`config.mk`:
```
export PLATFORM = sky130hd
export DESIGN_NAME = rx_operand_assembler
export DESIGN_NICKNAME = d
export VERILOG_FILES = /design/src/rtl/rx_operand_assembler.sv
export SDC_FILE = /design/constraint.sdc
export NUM_CORES = 1
export LEC_CHECK = 0
export CAP_MARGIN = 10
export CORE_ASPECT_RATIO = 0.6
export CORE_UTILIZATION = 48
export DETAILED_ROUTE_END_ITERATION = 10
export PLACE_DENSITY = 0.79
export SLEW_MARGIN = 40
export SYNTH_ARGS = -nofsm -noshare
export SYNTH_HDL_FRONTEND = slang
export SYNTH_SLANG_ARGS = --single-unit
```
`constraint.sdc`:
```
create_clock -name i_clk -period 2.65 [get_ports i_clk]
set_clock_uncertainty 0.05 [all_clocks]
set_input_delay 0.265 -clock i_clk [delete_from_list [all_inputs] [get_ports i_clk]]
set_output_delay 0.265 -clock i_clk [all_outputs]
set_load 0.01 [all_outputs]
```
`src/rtl/rx_operand_assembler.sv`:
```
// rx_operand_assembler: collects UART bytes into operands A/B plus an opcode and publishes them
// atomically with a one-cycle done pulse. Define RX_CHECKSUM_EN to append a XOR checksum byte.
module rx_operand_assembler #(
    parameter int DBIT        = 8,
    parameter int NB_DATA     = 16,
    parameter int NB_OPERADOR = 6,
    parameter int TIMEOUT     = 1000
) (
    input  logic                   i_clk,
    input  logic                   i_rst,
    input  logic [DBIT-1:0]        i_data,
    input  logic                   i_done_data,
    output logic [NB_DATA-1:0]     o_a,
    output logic [NB_DATA-1:0]     o_b,
    output logic [NB_OPERADOR-1:0] o_op,
    output logic                   o_rx_alu_done,
    output logic                   o_busy,
    output logic                   o_timeout,
    output logic                   o_chk_err
);

    localparam int NB_BYTES = NB_DATA / DBIT;
    localparam int BW       = (NB_BYTES > 1) ? $clog2(NB_BYTES) : 1;
    localparam int TW       = (TIMEOUT > 1) ? $clog2(TIMEOUT + 1) : 1;
    localparam int TMO_LAST_I = (TIMEOUT > 0) ? TIMEOUT - 1 : 0;

    localparam logic [BW-1:0] LAST_BYTE = BW'(NB_BYTES - 1);
    localparam logic [TW-1:0] TMO_LAST  = TW'(TMO_LAST_I);

`ifdef RX_CHECKSUM_EN
    typedef enum logic [2:0] {IDLE, GET_A, GET_B, GET_OP, GET_CHK} state_t;
`else
    typedef enum logic [1:0] {IDLE, GET_A, GET_B, GET_OP} state_t;
`endif

    state_t                 state_q, state_d;
    logic [BW-1:0]          cnt_q, cnt_d;
    logic [TW-1:0]          tmo_q, tmo_d;
    logic [NB_DATA-1:0]     sh_a_q, sh_a_d;
    logic [NB_DATA-1:0]     sh_b_q, sh_b_d;
    logic [NB_OPERADOR-1:0] sh_op_q, sh_op_d;
    logic [NB_DATA-1:0]     a_q, a_d;
    logic [NB_DATA-1:0]     b_q, b_d;
    logic [NB_OPERADOR-1:0] op_q, op_d;
    logic                   done_q, done_d;
    logic                   timeout_q, timeout_d;
    logic                   load;
    logic                   last_byte;
`ifdef RX_CHECKSUM_EN
    logic [DBIT-1:0]        xor_q, xor_d;
    logic                   chk_err_q, chk_err_d;
`endif

    assign last_byte = (cnt_q == LAST_BYTE);

    always_comb begin
        state_d   = state_q;
        cnt_d     = cnt_q;
        tmo_d     = tmo_q;
        sh_a_d    = sh_a_q;
        sh_b_d    = sh_b_q;
        sh_op_d   = sh_op_q;
        a_d       = a_q;
        b_d       = b_q;
        op_d      = op_q;
        done_d    = 1'b0;
        timeout_d = 1'b0;
        load      = 1'b0;
`ifdef RX_CHECKSUM_EN
        xor_d     = xor_q;
        chk_err_d = 1'b0;
        if (i_done_data) begin
            xor_d = xor_q ^ i_data;
        end
`endif

        case (state_q)
            IDLE: begin
                if (i_done_data) begin
                    sh_a_d[DBIT-1:0] = i_data;
                    if (NB_BYTES == 1) begin
                        state_d = GET_B;
                        cnt_d   = '0;
                    end else begin
                        state_d = GET_A;
                        cnt_d   = BW'(1);
                    end
                end
            end
            GET_A: begin
                if (i_done_data) begin
                    sh_a_d[int'(cnt_q) * DBIT +: DBIT] = i_data;
                    if (last_byte) begin
                        cnt_d   = '0;
                        state_d = GET_B;
                    end else begin
                        cnt_d = cnt_q + BW'(1);
                    end
                end
            end
            GET_B: begin
                if (i_done_data) begin
                    sh_b_d[int'(cnt_q) * DBIT +: DBIT] = i_data;
                    if (last_byte) begin
                        cnt_d   = '0;
                        state_d = GET_OP;
                    end else begin
                        cnt_d = cnt_q + BW'(1);
                    end
                end
            end
            GET_OP: begin
                if (i_done_data) begin
                    sh_op_d = i_data[NB_OPERADOR-1:0];
`ifdef RX_CHECKSUM_EN
                    state_d = GET_CHK;
`else
                    state_d = IDLE;
                    load    = 1'b1;
`endif
                end
            end
`ifdef RX_CHECKSUM_EN
            GET_CHK: begin
                // Frame is good when every byte, checksum included, XORs to zero.
                if (i_done_data) begin
                    state_d = IDLE;
                    xor_d   = '0;
                    if ((xor_q ^ i_data) == '0) begin
                        load = 1'b1;
                    end else begin
                        chk_err_d = 1'b1;
                    end
                end
            end
`endif
            default: begin
                state_d = IDLE;
                cnt_d   = '0;
            end
        endcase

        if (load) begin
            a_d    = sh_a_d;
            b_d    = sh_b_d;
            op_d   = sh_op_d;
            done_d = 1'b1;
        end

        // The limit edge is the one on which the idle count would reach TIMEOUT;
        // a strobe in that cycle is accepted instead.
        if (state_q != IDLE && !i_done_data) begin
            if (TIMEOUT != 0) begin
                if (tmo_q == TMO_LAST) begin
                    state_d   = IDLE;
                    cnt_d     = '0;
                    tmo_d     = '0;
                    timeout_d = 1'b1;
`ifdef RX_CHECKSUM_EN
                    xor_d     = '0;
`endif
                end else begin
                    tmo_d = tmo_q + TW'(1);
                end
            end
        end else begin
            tmo_d = '0;
        end
    end

    always_ff @(posedge i_clk or posedge i_rst) begin
        if (i_rst) begin
            state_q   <= IDLE;
            cnt_q     <= '0;
            tmo_q     <= '0;
            sh_a_q    <= '0;
            sh_b_q    <= '0;
            sh_op_q   <= '0;
            a_q       <= '0;
            b_q       <= '0;
            op_q      <= '0;
            done_q    <= 1'b0;
            timeout_q <= 1'b0;
`ifdef RX_CHECKSUM_EN
            xor_q     <= '0;
            chk_err_q <= 1'b0;
`endif
        end else begin
            state_q   <= state_d;
            cnt_q     <= cnt_d;
            tmo_q     <= tmo_d;
            sh_a_q    <= sh_a_d;
            sh_b_q    <= sh_b_d;
            sh_op_q   <= sh_op_d;
            a_q       <= a_d;
            b_q       <= b_d;
            op_q      <= op_d;
            done_q    <= done_d;
            timeout_q <= timeout_d;
`ifdef RX_CHECKSUM_EN
            xor_q     <= xor_d;
            chk_err_q <= chk_err_d;
`endif
        end
    end

    assign o_a           = a_q;
    assign o_b           = b_q;
    assign o_op          = op_q;
    assign o_rx_alu_done = done_q;
    assign o_timeout     = timeout_q;
    assign o_busy        = (state_q != IDLE);
`ifdef RX_CHECKSUM_EN
    assign o_chk_err     = chk_err_q;
`else
    assign o_chk_err     = 1'b0;
`endif

endmodule

```
# Yosys cells after proc, flatten, opt, wreduce, memory -nomap -nowiden
# Index checks and enable logic that the tools add are counted.
[word_totals] reg_bits=91 word_cells=57 in_bits=11 out_inout_bits=42
[classes] shift=2 n_addsub=3 n_mux=32 n_eq_ne=4 n_reduce_logical=5
[op_table] op="16-bit 2-to-1 mux" count=3
[op_table] op="4-bit negator with 33-bit output" count=1
[op_table] op="8-bit by 33-bit variable shift with 16-bit output (first input constant)" count=1
[op_table] op="8-bit by 33-bit indexed part select with 16-bit output" count=1
[op_table] op="16-bit bitwise mux" count=2
[op_table] op="10-bit 2-to-1 mux" count=2
[op_table] op="2-bit 2-to-1 mux" count=8
[op_table] op="8-bit 2-to-1 mux" count=2
[op_table] op="8-bit case mux with 2 select lines" count=1
[op_table] op="6-bit 2-to-1 mux" count=2
[op_table] op="10-bit by 1-bit adder with 10-bit output (second input constant)" count=1
[op_table] op="10-bit == test (second input constant)" count=1
[op_table] op="1-bit 2-to-1 mux" count=10
[op_table] op="2-bit case mux with 4 select lines" count=1
[op_table] op="2-bit == test (second input constant)" count=2
[op_table] op="2-bit by 1-bit == test with 1-bit output (second input constant)" count=1
[op_table] op="2-bit zero test" count=1
[op_table] op="1-bit case mux with 2 select lines" count=1
[op_table] op="2-bit nonzero test" count=1
[op_table] op="2-bit OR reduction" count=1
[op_table] op="1-bit adder (second input constant)" count=1
[op_table] op="1-bit logical AND" count=1
[op_table] op="1-bit zero test" count=1

# Depth between registers and ports, before layout
# Gate-level depths: netlist of run 1.
[logic_depth] word_depth=6 depth_mapped=7 mapped_depth_nobuf=6

# Worst setup path before layout of run 1
# No wires, ideal clock.
[synth_path] kind="flip-flop to flip-flop" startpoint="register state_q[1]" endpoint="register a_q[0], in the netlist o_a[0]" path_stages_with_launch=7 arrival_ps=1583 path_buffers=0 required_ps=2475 setup_time_ps=125 path_slack_ps=892 period_less_slack_ps=1758 cell_sequence="dfrtp_1 > inv_1 > ha_1 > nor2b_2 > o21a_1 > a22o_2 > mux2_2"
[synth_via] elab_chain_len=2
[synth_lines] item="from (decl)" line="36" source="state_t state_q, state_d;"
[synth_lines] item="from (signal assigned)" line="189" source="state_q <= state_d;"
[synth_lines] item="2-bit by 1-bit == test with 1-bit output / 2-bit zero test (equally long branches)" line="77" source="case (state_q)"
[synth_lines] item="8-bit case mux with 2 select lines *" line="77"
[synth_lines] item="named net sh_a_d[0]" line="39" source="logic [NB_DATA-1:0] sh_a_q, sh_a_d;"
[synth_lines] item="to (signal assigned)" line="179" source="a_q <= '0;"
[synth_lines] item="to (signal assigned)" line="195" source="a_q <= a_d;"
[synth_lines] item="to (decl)" line="42" source="logic [NB_DATA-1:0] a_q, a_d;"
# The timed path passes the listed nets; every way through them passes the cells marked *.
# A chain may end at the register's enable or synchronous reset.

# Worst setup path after layout of run 1
[layout_path] startpoint="register state_q[0]" endpoint="output port o_busy"
[layout_via] elab_chain_len=1
[layout_lines] item="2-bit nonzero test" line="212" source="assign o_busy = (state_q != IDLE);"
[layout_lines] item="to (decl)" line="17" source="output logic o_busy,"
# No other way between the ends.

==> metrics, run 1 <==
total CTS buffers=9; crit path DAT=about 1.9 ns; async set-or-reset flop fraction in the synthesized netlist=100%; register area share after synthesis=61.6%; fin crit share=82.7%; Detailed Route WL=7350 µm; Core Rows=23; Initial Utilization=between 50 and 60%; total global-route track usage=a little over a fifth; clock slew at reported path FFs=0.06 ns; Worst Path Required=2.34 ns; leakage=about 2.1 nW; crit start category=register; port bufs=between 50 and 60; drt initial violations=94; Final #Nets=around 380; CTS Root Cell=clkbuf_16; multi-input logic area=1250 µm²; Cells after Synth=300; pwr dens=1220 nW/µm²; largest net degree at the start of global routing=56; drt via density=5.25; DRC=10; Setup TNS Final=0 ns; Placer Congestion=between 0.7 and 0.8; area grow syn2layout=27.8%; via count=between 2k and 2.5k; CTS Hold Buffers Added=0; critical path fanouts, max=8; Post-CTS Resized=0; Mapped Nets=319; Skew-Pair Late Insertion Delay=0.33 ns; dpl hpwl=4800 µm; max-slew violations=0; placed cell areas=roughly 4100 µm²; VDD IR-drop max=approximately 520 µV; CP max stage delay=about 0.50 ns; drt wl/cell=16.4 µm; CTS tree=built; final setup fails=0; Die Wd=112 µm; max-cap violations=0; CP Class=register to output port; Die ar.=7550 µm²; CP most frequent cell=inv_1; outcome=finished with violations; register area=2130 µm²; Design Area, Final=4410 µm²; io pins=53; n_diodes=0; failing checks=DRC; initial antenna violation count=0; crit path time final=around 2.2 ns; RSZ-0062 raised after global routing=false; worst min-delay path class=primary input to async pin; grt ovf=0; Clock Sinks=between 80 and 90; worst-path cell with the longest stage delay=clkdlybuf4s50_1; Ys Warns=0; H-tree Lvls=3; fmax=roughly 460 MHz; main flop type after synthesis=dfrtp_1; deepest clock path buffer count=2; Avg Cell Area, Syn=11.5 µm²; Fillers=507; DRT antenna net count=0; Fin Hold WS=0.240 ns; layout cells sized above 1=approximately 19%; drt first pass iters=7; Total Power=0.00536 W; crit end category=output port; global-route wire length before repair=roughly 12000 µm; Least-Margin Pin Slew=~0.55 ns; DIE HEIGHT=67.7 µm; Core Area=6820 µm²; Cell Area, Synth=roughly 3500 µm²; max_slew headroom=about 63%; EDFF count, synth=0; post-synthesis register bit count=85; vias in the first global route=2313; Setup Buffers After CTS=0; final hold vios=0; Netlist cell types=35; CP Cell Sequence=inv_1, ha_1, inv_1, clkdlybuf4s50_1
-- metal layers --
layer / share of wire [%] / track usage [%]
met1: 49 / 28.6
met2: 45 / 32.0
met3: 5.1 / 7.36
met4: 0.88 / 6.59
met5: 0 / 0
-- worst max-delay path, delay by kind of cell (launching register included) --
kind	cells	cell delay, ns
adders and majority gates	1	0.35
DFF	1	0.41
buffers and inverters	3	0.78
-- cells by family (layout without fill, tap and decap cells) --
family / Yosys count / count (layout) / share of synthesized area [%]
AND/OR/NAND/NOR: 129 / 129 / 16.1
flip-flops: 85 / 85 / 61.6
multiplexers: 32 / 32 / 10.4
AO/OA/AOI/OAI: 21 / 21 / 4.93
buffers and inverters: 17 / 79 / 2.17
adder cells (fa/ha/maj): 8 / 8 / 2.90
XOR/XNOR: 7 / 7 / 1.78
other: 1 / 1 / 0.109
-- final timing paths --
path | start | cells after the start | slack (ns) | to
setup / recovery | state_q[0]$_DFF_PP0_ | 4 | 0.46 | o_busy
hold / removal | i_rst | 2 | 0.24 | o_a[12]$_DFFE_PP0P_
setup reg to reg | state_q[0]$_DFF_PP0_ | 6 | 0.63 | o_a[2]$_DFFE_PP0P_
hold reg to reg | o_b[0]$_DFFE_PP0P_ | 2 | 0.42 | o_b[0]$_DFFE_PP0P_
max in group asynchronous | i_rst | 3 | 1.66 | sh_b_q[4]$_DFF_PP0_
min in group i_clk | o_b[0]$_DFFE_PP0P_ | 2 | 0.42 | o_b[0]$_DFFE_PP0P_
-- flip-flops by register name, summed over array words and instances, names as in the netlist --
signal and count:
o_a 16, o_b 16, sh_a_q 16, sh_b_q 16, tmo_q 10, o_op 6, state_q 2, cnt_q 1
o_rx_alu_done 1, o_timeout 1
-- through the flow --
stage                     setup WS, ns  std cells  utilization (%)
after floorplan                  0.142        300                -
after global placement           0.601        433             59.7
after detailed placement         0.543        433             59.7
after CTS                        0.451        449             64.7
after global routing             0.373        449             64.7
final                            0.457        449             64.7
-- placed cells by master (no fill, tap or decap), types with 2 or more instances in the layout --
cell / instances
bufinv_16: 3
mux2_2: 32
nand3_2: 2
clkinv_2: 2
o21ai_0: 2
clkbuf_16: 9
nor2_1: 14
buf_4: 3
nand2_1: 96
a22o_2: 8
nor3_1: 2
a21oi_1: 3
nand3_1: 5
dfrtp_1: 85
xor2_1: 2
inv_1: 7
o21ai_2: 2
ha_1: 8
xnor2_1: 5
clkdlybuf4s50_1: 51
-- report_power, final --
group,switching (W),total [W],internal [W]
clock,0.000488,0.00141,0.000920
sequential,0.000285,0.00212,0.00184
combinational,0.000848,0.00183,0.000981
total,0.00162,0.00536,0.00374
-- cells in the mapped netlist (3+ instances only) --
| library cell | n | area (µm²) |
|---|---|---|
| clkbuf_1 | 4 | 15.0 |
| ha_1 | 8 | 100 |
| nor2_1 | 14 | 52.6 |
| mux2_2 | 32 | 360 |
| nand3_1 | 5 | 25.0 |
| a22o_2 | 8 | 80.1 |
| inv_1 | 8 | 30.0 |
| nand2_1 | 96 | 360 |
| a21oi_1 | 3 | 15.0 |
| xnor2_1 | 5 | 43.8 |
| dfrtp_1 | 85 | 2130 |
| buf_2 | 3 | 15.0 |
-- cell type report --
| class | instances | area share (%) |
|---|---|---|
| clock buffer | 10 | 5.19 |
| tap | 87 | 2.47 |
| multi-input combinational | 198 | 28.4 |
| sequential | 85 | 48.2 |
| clock inverter | 6 | 2.52 |
| inverter | 8 | 0.709 |
| timing repair buffer | 55 | 12.5 |
No activity file was read; power rests on OpenSTA's default activity.
==> run 2, diff against run 1 <==
==> constraint.sdc (replaced) <==
create_clock -name i_clk -period 1.8 [get_ports i_clk]
set_clock_uncertainty 0.05 [all_clocks]
set_input_delay 0.18 -clock i_clk [delete_from_list [all_inputs] [get_ports i_clk]]
set_output_delay 0.18 -clock i_clk [all_outputs]
set_load 0.01 [all_outputs]
==> run 2 against run 1 <==
Against the previous run: the flow still finishes with violations (DRC); flip-flop and latch count is the same; final cell count grew 2.2%; die area is the same; worst setup slack lost 0.42 ns; critical path type is now register to register.
==> metrics, run 2 (synthesized netlist as in run 1, its figures left out) <==
vias in the first global route=2302 (-0.48%); R2R cell count=6 (unchanged); Final #Nets=386 (+2.7%); leakage=2.14 nW (+1.9%); GRT met2 Usage=33.0% (+1.1 points); placed insts=440 (+1.6%); max-cap violations=0 (unchanged); Worst R2R Setup Slack=0.04 ns (-0.59 ns); fmax=568 MHz; crit path time final=roughly 1.8 ns; DIE HEIGHT=67.7 µm (unchanged); H-tree Lvls=3 (unchanged); Core Area=6820 µm² (unchanged); drt wl/cell=15.8 µm (-3.2%); Die ar.=7550 µm² (unchanged); area grow syn2layout=30.6%; Clock Sinks=85 (unchanged); total CTS buffers=9 (unchanged); critical path fanouts, max=8 (unchanged); Setup TNS Final=0 ns (unchanged); max-slew violations=0 (unchanged); via count=2382 (+1.0%); Worst Path Required=1.97 ns (-0.37 ns); drt initial violations=121 (+29%); Fin Hold WS=0.0962 ns (-0.143 ns); VDD IR-drop max=660 µV (+27%); total global-route track usage=21.3% (+0.31 points); grt ovf=0 (unchanged); Die Wd=112 µm (unchanged); worst min-delay path class=primary input to async pin; DRC=4 (-6); Most Used Layer, Global Route=met2; RR Startpoint=state_q[0]$_DFF_PP0_; met1 Use GR=29.3% (+0.72 points); crit path DAT=1.93 ns (+0.05 ns); drt via density=5.19 (-1.2%); n_diodes=0 (unchanged); Initial Utilization=50.6% (unchanged); final core occ=66.1% (+1.4 points); most common cell after layout, fill and taps aside=nand2_1; largest net degree at the start of global routing=47 (-16%); r2r endpoint=o_a[2]$_DFFE_PP0P_; dpl hpwl=4940 µm (+2.9%); final hold vios=0 (unchanged); Core Rows=23 (unchanged); Final WS setup=0.0384 ns (-0.419 ns); final setup fails=0 (unchanged); most frequent cells in the layout=nand2_1, dfrtp_1, clkdlybuf4s50_1; global-route wire length before repair=11800 µm (+0.53%); Fillers=499 (-1.6%); deepest clock path buffer count=2 (unchanged); crit start category=register; Detailed Route WL=7270 µm (-1.0%); CTS Root Cell=clkbuf_16; port bufs=51 (unchanged); DRT antenna net count=0 (unchanged); CP Class=register to register; layout cells sized above 1=23.1% (+3.8 points); fin crit share=97.9%; initial antenna violation count=0 (unchanged); GR Util met3=6.10% (-1.3 points); Placer Congestion=0.830 (+5.1%); Skew-Pair Late Insertion Delay=0.34 ns (about the same); CTS tree=built; clock slew at reported path FFs=0.07 ns (about the same); io pins=53 (unchanged); drt first pass iters=8 (+1); pwr dens=1740 nW/µm² (+44%); failing checks=DRC; final non-filler cell total=459 (+2.2%); crit end category=register; outcome=finished with violations; DP Worst Slack=-0.0179 ns (-0.561 ns)
-- run 2: cell count changes in the layout (fill, tap and decap cells not counted), moves of 2 or more --
cell	before	now
ha_1	8	6
inv_1	7	5
clkinv_2	2	0
bufinv_16	3	1
buf_4	3	12
inv_6	0	5
-- run 2: worst max-delay path by stage --
stage                          from            endpoint  slack (ns)  depth (start not counted)
2_1_floorplan  state_q[1]$_DFF_PP0_  o_a[0]$_DFFE_PP0P_        0.04                          6
5_1_grt        state_q[0]$_DFF_PP0_  o_a[4]$_DFFE_PP0P_      -0.004                          6
3_5_place_dp   state_q[0]$_DFF_PP0_  o_a[2]$_DFFE_PP0P_       -0.02                          6
4_1_cts        state_q[0]$_DFF_PP0_  o_a[4]$_DFFE_PP0P_        0.02                          6
3_3_place_gp   state_q[0]$_DFF_PP0_  o_a[0]$_DFFE_PP0P_        0.03                          6
6_report       state_q[0]$_DFF_PP0_  o_a[2]$_DFFE_PP0P_        0.04                          6
-- run 2: repair_timing --
item                       4_1_cts  5_1_grt
resized for setup                7        3
setup buffers                    1        2
setup endpoints to repair        9        9
hold buffers                     0        0
pin swaps                        1        1
-- run 2: routing by layer --
layer / part of all wire (%) / routed length (µm)
met1: 49 / 3580
met2: 45 / 3260
met3: 4.7 / 342
met4: 1.2 / 86
met5: 0 / 0
-- run 2: stage by stage --
step	instance area (µm²)	power, W
global route	4510	0.00832
finish	4510	0.00787
detailed placement	4140	0.00586
floorplan	3460	0.00455
global placement	4140	0.00576
CTS	4480	0.00789
-- run 2: report_power, final --
group          internal (W)  total (W)  switching (W)
clock               0.00111    0.00192       0.000807
combinational       0.00156    0.00288        0.00132
sequential          0.00270    0.00307       0.000371
-- run 2: final cells by class --
type,instances,area [µm²],share of cell area (%)
inverters,8,37.5,0.832
clock inverters,7,85.1,1.89
flip-flops and latches,85,2130,47.2
clock buffers,9,225,4.99
repair buffers,65,639,14.2
well taps,87,109,2.41
multi-input cells,198,1290,28.5
-- run 2: worst max-delay path, stage by stage, from the launching register on --
cell and delay [ns]:
dfrtp_1 0.40, buf_4 0.16, ha_4 0.16, nor2b_4 0.14
o21a_4 0.24, a22o_2 0.23, mux2_2 0.27
